--- config.mk ---
export PLATFORM = sky130hd
export DESIGN_NAME = uart_tx_arbiter
export DESIGN_NICKNAME = d
export VERILOG_FILES = /design/src/rtl/uart_tx_arbiter.sv
export SDC_FILE = /design/constraint.sdc
export NUM_CORES = 1
export LEC_CHECK = 0
export ABC_AREA = 1
export CAP_MARGIN = 20
export CORE_ASPECT_RATIO = 0.75
export CORE_MARGIN = 2
export CORE_UTILIZATION = 42
export CTS_CLUSTER_SIZE = 8
export DETAILED_ROUTE_END_ITERATION = 7
export PLACE_DENSITY = 0.9
export SYNTH_ARGS = -nofsm -noshare
export SYNTH_HDL_FRONTEND = slang
export SYNTH_SLANG_ARGS = --single-unit
--- constraint.sdc ---
create_clock -name clk -period 2.21 [get_ports clk]
set_input_delay 0.5525 -clock clk [delete_from_list [all_inputs] [get_ports clk]]
set_output_delay 0.5525 -clock clk [all_outputs]
set_load 0.1 [all_outputs]
--- src/rtl/uart_tx_arbiter.sv ---
// Round-robin packet arbiter feeding one fifo_uart write port from N_CH byte sources.
// Optional header byte per grant when UART_ARB_HEADER_EN is defined.
module uart_tx_arbiter #(
   parameter int N_CH    = 4,
   parameter int WIDTH   = 8,
   parameter int MAX_LEN = 16
) (
   input  logic                    clk,
   input  logic                    i_reset,
   input  logic                    i_enable,
   input  logic [N_CH-1:0]         i_valid,
   input  logic [N_CH*WIDTH-1:0]   i_data,
   input  logic [N_CH-1:0]         i_last,
   output logic [N_CH-1:0]         o_ready,
   output logic [N_CH-1:0]         o_grant,
   output logic                    o_busy,
   output logic                    o_trunc,
   output logic                    o_w_en,
   output logic [WIDTH-1:0]        o_w_data,
   input  logic                    i_full
);

   localparam int IW = $clog2(N_CH);
   localparam logic [1:0] S_IDLE = 2'd0;
   localparam logic [1:0] S_XFER = 2'd2;
`ifdef UART_ARB_HEADER_EN
   localparam logic [1:0] S_HDR  = 2'd1;
`endif
   localparam logic [7:0]    CAP      = 8'(MAX_LEN - 1);
   localparam logic [IW:0]   NCH_L    = (IW + 1)'(N_CH);
   localparam logic [IW-1:0] LAST_IDX = IW'(N_CH - 1);

   logic [1:0]      state_q, state_d;
   logic [N_CH-1:0] grant_q, grant_d;
   logic [IW-1:0]   idx_q, idx_d;
   logic [IW-1:0]   rr_q, rr_d;
   logic [7:0]      cnt_q, cnt_d;
   logic            trunc_q, trunc_d;

   logic [WIDTH-1:0] sel_data;
   logic             sel_valid;
   logic             sel_last;

   logic [2*N_CH-1:0] rot_valid;
   logic              pick_found;
   logic [IW:0]       pick_off;
   logic [IW:0]       pick_sum;
   logic [IW-1:0]     pick_idx;

`ifdef UART_ARB_HEADER_EN
   logic [WIDTH-1:0] hdr_byte;

   always_comb begin
      hdr_byte           = '0;
      hdr_byte[WIDTH-1]  = 1'b1;
      hdr_byte[IW-1:0]   = idx_q;
   end
`endif

   // Mux of the currently granted source
   always_comb begin
      sel_data  = '0;
      sel_valid = 1'b0;
      sel_last  = 1'b0;
      for (int k = 0; k < N_CH; k++) begin
         if (idx_q == IW'(k)) begin
            sel_data  = i_data[k*WIDTH +: WIDTH];
            sel_valid = i_valid[k];
            sel_last  = i_last[k];
         end
      end
   end

   // Rotate the request vector so bit 0 is the rr pointer, then take the first set bit
   always_comb begin
      rot_valid  = {i_valid, i_valid} >> rr_q;
      pick_found = 1'b0;
      pick_off   = '0;
      for (int i = 0; i < N_CH; i++) begin
         if (!pick_found && rot_valid[i]) begin
            pick_found = 1'b1;
            pick_off   = (IW + 1)'(i);
         end
      end
      pick_sum = {1'b0, rr_q} + pick_off;
      pick_idx = (pick_sum >= NCH_L) ? IW'(pick_sum - NCH_L) : IW'(pick_sum);
   end

   always_comb begin
      state_d  = state_q;
      grant_d  = grant_q;
      idx_d    = idx_q;
      rr_d     = rr_q;
      cnt_d    = cnt_q;
      trunc_d  = 1'b0;
      o_ready  = '0;
      o_w_en   = 1'b0;
      o_w_data = '0;

      case (state_q)
         S_IDLE: begin
            if (i_enable && pick_found) begin
               grant_d = {{(N_CH-1){1'b0}}, 1'b1} << pick_idx;
               idx_d   = pick_idx;
               cnt_d   = '0;
`ifdef UART_ARB_HEADER_EN
               state_d = S_HDR;
`else
               state_d = S_XFER;
`endif
            end
         end
`ifdef UART_ARB_HEADER_EN
         S_HDR: begin
            o_w_data = hdr_byte;
            if (!i_full) begin
               o_w_en  = 1'b1;
               state_d = S_XFER;
            end
         end
`endif
         S_XFER: begin
            o_ready  = grant_q & {N_CH{~i_full}};
            o_w_data = sel_data;
            if (sel_valid && !i_full) begin
               o_w_en = 1'b1;
               cnt_d  = cnt_q + 8'd1;
               // Release on end of packet or when the per-grant byte cap is reached
               if (sel_last || cnt_q == CAP) begin
                  state_d = S_IDLE;
                  grant_d = '0;
                  rr_d    = (idx_q == LAST_IDX) ? '0 : idx_q + 1'b1;
                  trunc_d = ~sel_last;
               end
            end
         end
         default: begin
            state_d = S_IDLE;
            grant_d = '0;
         end
      endcase

      // A reset cycle must never leak a write or a handshake
      if (i_reset) begin
         o_ready  = '0;
         o_w_en   = 1'b0;
         o_w_data = '0;
      end
   end

   assign o_grant = i_reset ? '0 : grant_q;
   assign o_busy  = ~i_reset & (state_q != S_IDLE);
   assign o_trunc = ~i_reset & trunc_q;

   always_ff @(posedge clk) begin
      if (i_reset) begin
         state_q <= S_IDLE;
         grant_q <= '0;
         idx_q   <= '0;
         rr_q    <= '0;
         cnt_q   <= '0;
         trunc_q <= 1'b0;
      end else begin
         state_q <= state_d;
         grant_q <= grant_d;
         idx_q   <= idx_d;
         rr_q    <= rr_d;
         cnt_q   <= cnt_d;
         trunc_q <= trunc_d;
      end
   end

endmodule

# After elaboration in Yosys (flattened, before gate mapping)
# Index checks and enable logic that the tools add are counted.
dict set report totals {
  register_bits 19
  latchBits 0
  ramBits 0
  rom_bits 0
  memories 0
}
dict set report classes {
  add_sub_neg 4
  n_mul 0
  div_mod_pow 0
  order_cmp 1
  eq_ne 8
  n_shift 2
  n_mux 40
  bitwise_logic 9
  n_reduce_logical 19
}
# cell count
set ops {}
lappend ops {{$mux W8} 8}
lappend ops {{$mux W4} 6}
lappend ops {{$mux W1} 16}
lappend ops {{$pmux W8 S2} 1}
lappend ops {{$mux W2} 5}
lappend ops {{$reduce_and A3 Y1} 3}
lappend ops {{$add A8 B1 Y8 const B} 1}
lappend ops {{$eq A8 B4 Y1 const B} 1}
lappend ops {{$pmux W4 S2} 1}
lappend ops {{$shr A8 B2 Y4} 1}
lappend ops {{$eq A2 B2 Y1 const B} 3}
lappend ops {{$mux W3} 2}
lappend ops {{$ne A2 B2 Y1 const B} 3}
lappend ops {{$not A1 Y1} 6}
lappend ops {{$logic_and A1 B1 Y1} 5}
lappend ops {{$and A4 B4 Y4} 1}
lappend ops {{$logic_not A1 Y1} 4}
lappend ops {{$logic_not A2 Y1} 2}
lappend ops {{$pmux W2 S2} 1}
lappend ops {{$reduce_bool A2 Y1} 2}
lappend ops {{$reduce_or A4 Y1} 1}
lappend ops {{$shl A1 B2 Y4 const A} 1}
lappend ops {{$add A2 B3 Y3} 1}
lappend ops {{$ge A3 B3 Y1 const B} 1}
lappend ops {{6 further kinds} 7}

# Longest topological paths before layout
dict set report depth {
  word_depth 17
  depth_mapped 13
  depth_no_buf 12
}

# Least setup slack after synthesis
# Ideal clock, no wire load.
dict set report synth_path {
  kind {input port to output port}
  startpoint {input port i_reset}
  endpoint {output port o_w_data[0]}
  t_arrival_ns 3.802
  required_ns 1.657
  slack_ns -2.145
  stages 3
  path_buffers 0
  cell_sequence {nor2_1 -> o21ai_0 -> a21oi_1}
}
dict set report synth_between {
  elab_chain_cells 1
}
# element line_no
set synth_lines {}
lappend synth_lines {{start, declared} 9} ;# input logic i_reset,
lappend synth_lines {{$mux W8} 144} ;# if (i_reset) begin
lappend synth_lines {{end, declared} 19} ;# output logic [WIDTH-1:0] o_w_data,
# Every way passes these cells.

# Worst setup path in the final report
dict set report layout_path {
  startpoint {register idx_q[1]}
  endpoint {output port o_w_data[5]}
}
dict set report layout_between {
  elab_chain_cells 7
  word_cells_on_any_way 10
}
# element line_no
set layout_lines {}
lappend layout_lines {{start, declared} 35} ;# logic [IW-1:0] idx_q, idx_d;
lappend layout_lines {{start signal, assigned} 166} ;# idx_q <= idx_d;
lappend layout_lines {{$logic_not A2 Y1} 66} ;# if (idx_q == IW'(k)) begin
lappend layout_lines {{$mux W8 (3 in a row)} 66}
lappend layout_lines {{$mux W8 (*)} 66}
lappend layout_lines {{$mux W8 (*)} 100} ;# case (state_q)
lappend layout_lines {{$mux W8 (*)} 144}
# Every way passes the cells marked *; elsewhere a longest branch is shown, timed or not.

==> results <==
[per-stage QoR]
step           area [µm²]  util (%)  cells  hold slack (ns)  total power (W)
4_1_cts              2830      86.1    359            0.509          0.00133
3_3_place_gp         2620      79.8    347            0.477         0.000973
6_report             2860      86.9    361            0.519          0.00136
3_5_place_dp         2620      79.8    347            0.497         0.000994
5_1_grt              2860      86.9    361            0.552          0.00142
2_1_floorplan        1600         -    228            0.454         0.000733
[cells in the mapped netlist, types with 2 or more instances]
cell | count | area [µm²]
xor2_1 | 4 | 35.0
nor3b_1 | 2 | 15.0
clkbuf_1 | 3 | 11.3
nand3b_1 | 2 | 15.0
nor3_1 | 6 | 30.0
dfxtp_1 | 18 | 360
ha_1 | 6 | 75.1
nor2_1 | 17 | 63.8
nand3_1 | 25 | 125
nand2_2 | 4 | 25.0
nand2_1 | 53 | 199
a22oi_1 | 8 | 60.1
buf_4 | 2 | 15.0
inv_2 | 5 | 18.8
o211ai_1 | 2 | 15.0
a21oi_1 | 21 | 105
o21ai_0 | 25 | 125
xnor2_1 | 2 | 17.5
inv_1 | 16 | 60.1
[cell families (layout without fill, tap and decap cells)]
| family | Yosys count | in the layout | synth area share [%] |
|---|---|---|---|
| AO/OA/AOI/OAI | 59 | 59 | 24.0 |
| XOR/XNOR | 6 | 6 | 3.66 |
| adder cells (fa/ha/maj) | 6 | 6 | 5.23 |
| buffers and inverters | 29 | 122 | 8.62 |
| flip-flops | 18 | 18 | 25.1 |
| AND/OR/NAND/NOR | 110 | 110 | 33.4 |
[flip-flops by register name, summed over array words and instances (netlist names)]
register	flops
cnt_q	8
idx_q	2
rr_q	2
state_q	1
grant_q	4
trunc_q	1
[report_power, final]
part | leakage (nW) | internal [W] | switching, W
Clock | 0.0288 | 0.000159 | 0.000123
Combinational | 0.968 | 0.000299 | 0.000420
Sequential | 0.147 | 0.000339 | 0.0000159
[per-layer routing]
layer  share of wire, %  routed length, µm
met1                 38               2260
met2                 51               3050
met3                7.9                479
met4                3.9                233
met5                  0                  0
[tightest hold or removal path, cell delays in order (launching register included)]
cell,delay (ns)
dfxtp_1,0.33
nand3_1,0.09
a21oi_1,0.06
[layout by cell type, fill, tap and decap left out, types with 2 or more instances in the layout]
master           instances
dlygate4sd2_1            5
a21oi_4                  9
nor3_1                   2
nor3_2                   4
dfxtp_4                  2
ha_4                     2
nand2_2                  5
dfxtp_1                 16
o211ai_1                 2
o21ai_2                 16
o21ai_0                  7
clkdlybuf4s50_1         37
a22oi_1                  8
nor3b_1                  2
clkbuf_8                 4
buf_4                   31
inv_4                    3
nor2_4                   3
o21ai_1                  2
inv_1                   12
inv_2                    5
xnor2_1                  2
buf_12                  22
nand3_1                 25
ha_2                     2
xor2_1                   3
nor2_1                  13
nand3b_1                 2
ha_1                     2
nand2_1                 52
a21oi_1                 12
[final timing paths]
kind	from	depth (start not counted)	to
min reg2reg	cnt_q[7]	2	cnt_q[7]
min	cnt_q[7]	2	cnt_q[7]
max	idx_q[1]	8	o_w_data[5]
max reg2reg	idx_q[0]	12	rr_q[0]
[cell type report]
type / count / area (µm²) / area share [%]
clock buffers: 4 / 55.1 / 1.93
flip-flops and latches: 18 / 368 / 12.9
multi-input cells: 181 / 1190 / 41.7
inverters: 22 / 95.1 / 3.33
repair buffers: 96 / 1100 / 38.5
well taps: 40 / 50.0 / 1.75
[timing repair]
item / in CTS / in global routing
setup buffers: 8 / 2
setup endpoints to repair: 18 / 14
hold buffers: 0 / 0
resized for setup: 43 / 5
pin swaps: 14 / 4
==> results.py <==
metrics = {
    "drt": {
        "remaining_drc_errors": 0,
        "drtIter0Drc": 135,
        "ant_nets": 0,
        "vias": 2028,
        "drt_first_pass_iters": 4,
        "via_per_inst": 5.62,
        "wl_um": 6030,
        "wl_per_cell_um": 16.7,
    },
    "timing": {
        "finalClockSkew_ns": 0.00472,
        "period_minus_slack_ns": 2.30,
        "fin_ws_ns": -0.0866,
        "hold_violations": 0,
        "max_freq_mhz": 435,
        "slew_viol_final": 0,
        "setup_viol": 9,
        "finalSetupTns_ns": -0.413,
        "fin_crit_sh_pct": 104,
        "worst_pin_slew_ns": 0.340,
        "slew-limit-headroom_pct": 77.3,
        "rsz0062_at_grt": "true",
    },
    "run_status": {
        "status": "finished with violations",
        "violations": "negative setup slack",
    },
    "cells_and_area": {
        "nNetsFinal": 372,
        "fillCellCount": 160,
        "areaGrowthSynthToFinish_pct": 99.0,
        "diodes": 0,
        "drive_gt1_share_pct": 35.5,
    },
    "synthesis": {
        "synth-seq-area-share_pct": 25.1,
        "syn_area_um2": 1440,
        "synthCells": 228,
        "syn-num-nets": 278,
        "synth_cell_types": 26,
        "async_reset_ff_share_pct": 0,
        "ys.flop_type": "dfxtp_1",
        "ys_warn_count": 0,
        "syn_avg_cell_area_um2": 6.30,
        "synth-edff-count": 0,
        "ys_ff_latch": 18,
    },
    "grt": {
        "grt_max_degree": 18,
        "met2_usage_pct": 62.0,
        "grt_pass1_wl_um": 9540,
        "grt_usage_pct": 31.8,
        "use_met3_pct": 5.71,
        "met1_usage_pct": 35.1,
        "overflow": 0,
        "top_usage_layer": "met2",
        "grt_pass1_vias": 2022,
        "antenna_found_initial": 0,
    },
    "clock_network": {
        "cts_buffers": 3,
        "clk_latency_ns": 0.26,
        "clockBufferDepth": 2,
        "cts_root_buf": "clkbuf_8",
        "htree_levels": 1,
        "clk_pin_slew_worst_paths_ns": 0.08,
        "cts.sinks": 18,
        "cts_tree": "yes",
    },
    "setup_path": {
        "slowest_stage": "dfxtp_4",
        "cp.required_ns": 1.66,
        "crit_chain": "inv_4, ha_4, nor2_4, a22oi_1, nand2_1, o21ai_2, a21oi_4, buf_12",
        "criticalPathCategory": "reg2out",
        "cp_slowest_stage_delay_ns": 0.39,
        "cp.arrival_ns": 1.74,
        "crit_buf_inv": 2,
        "cp-start-kind": "register",
        "ff2ff_setup_slack_ns": 0.14,
        "worstPathMaxFanout": 8,
        "worstSetupEndpointType": "output pin",
        "cp_top_family": "flip-flops",
    },
    "job": {
        "maxCapViolations": 0,
    },
    "die": {
        "initial_core_util_pct": 43.7,
        "dieArea_um2": 3910,
        "die_h_um": 54.6,
        "die_x_um": 71.5,
        "core_area_um2": 3290,
        "io_pins": 63,
        "rows": 18,
    },
    "placed_design": {
        "pre_cts_ws_ns": -0.242,
        "routabilityCongestion": 0.861,
        "io_buffers": 62,
        "dpl.hpwl_um": 4110,
    },
    "power_and_ir_drop": {
        "p_leak_nw": 1.14,
        "vdd.ir_drop.worst_mv": 0.359,
        "powerDensity_nw_per_um2": 474,
    },
    "hold_path": {
        "hp-class": "reg2reg",
    },
}
(Power assumes the default switching activity.)
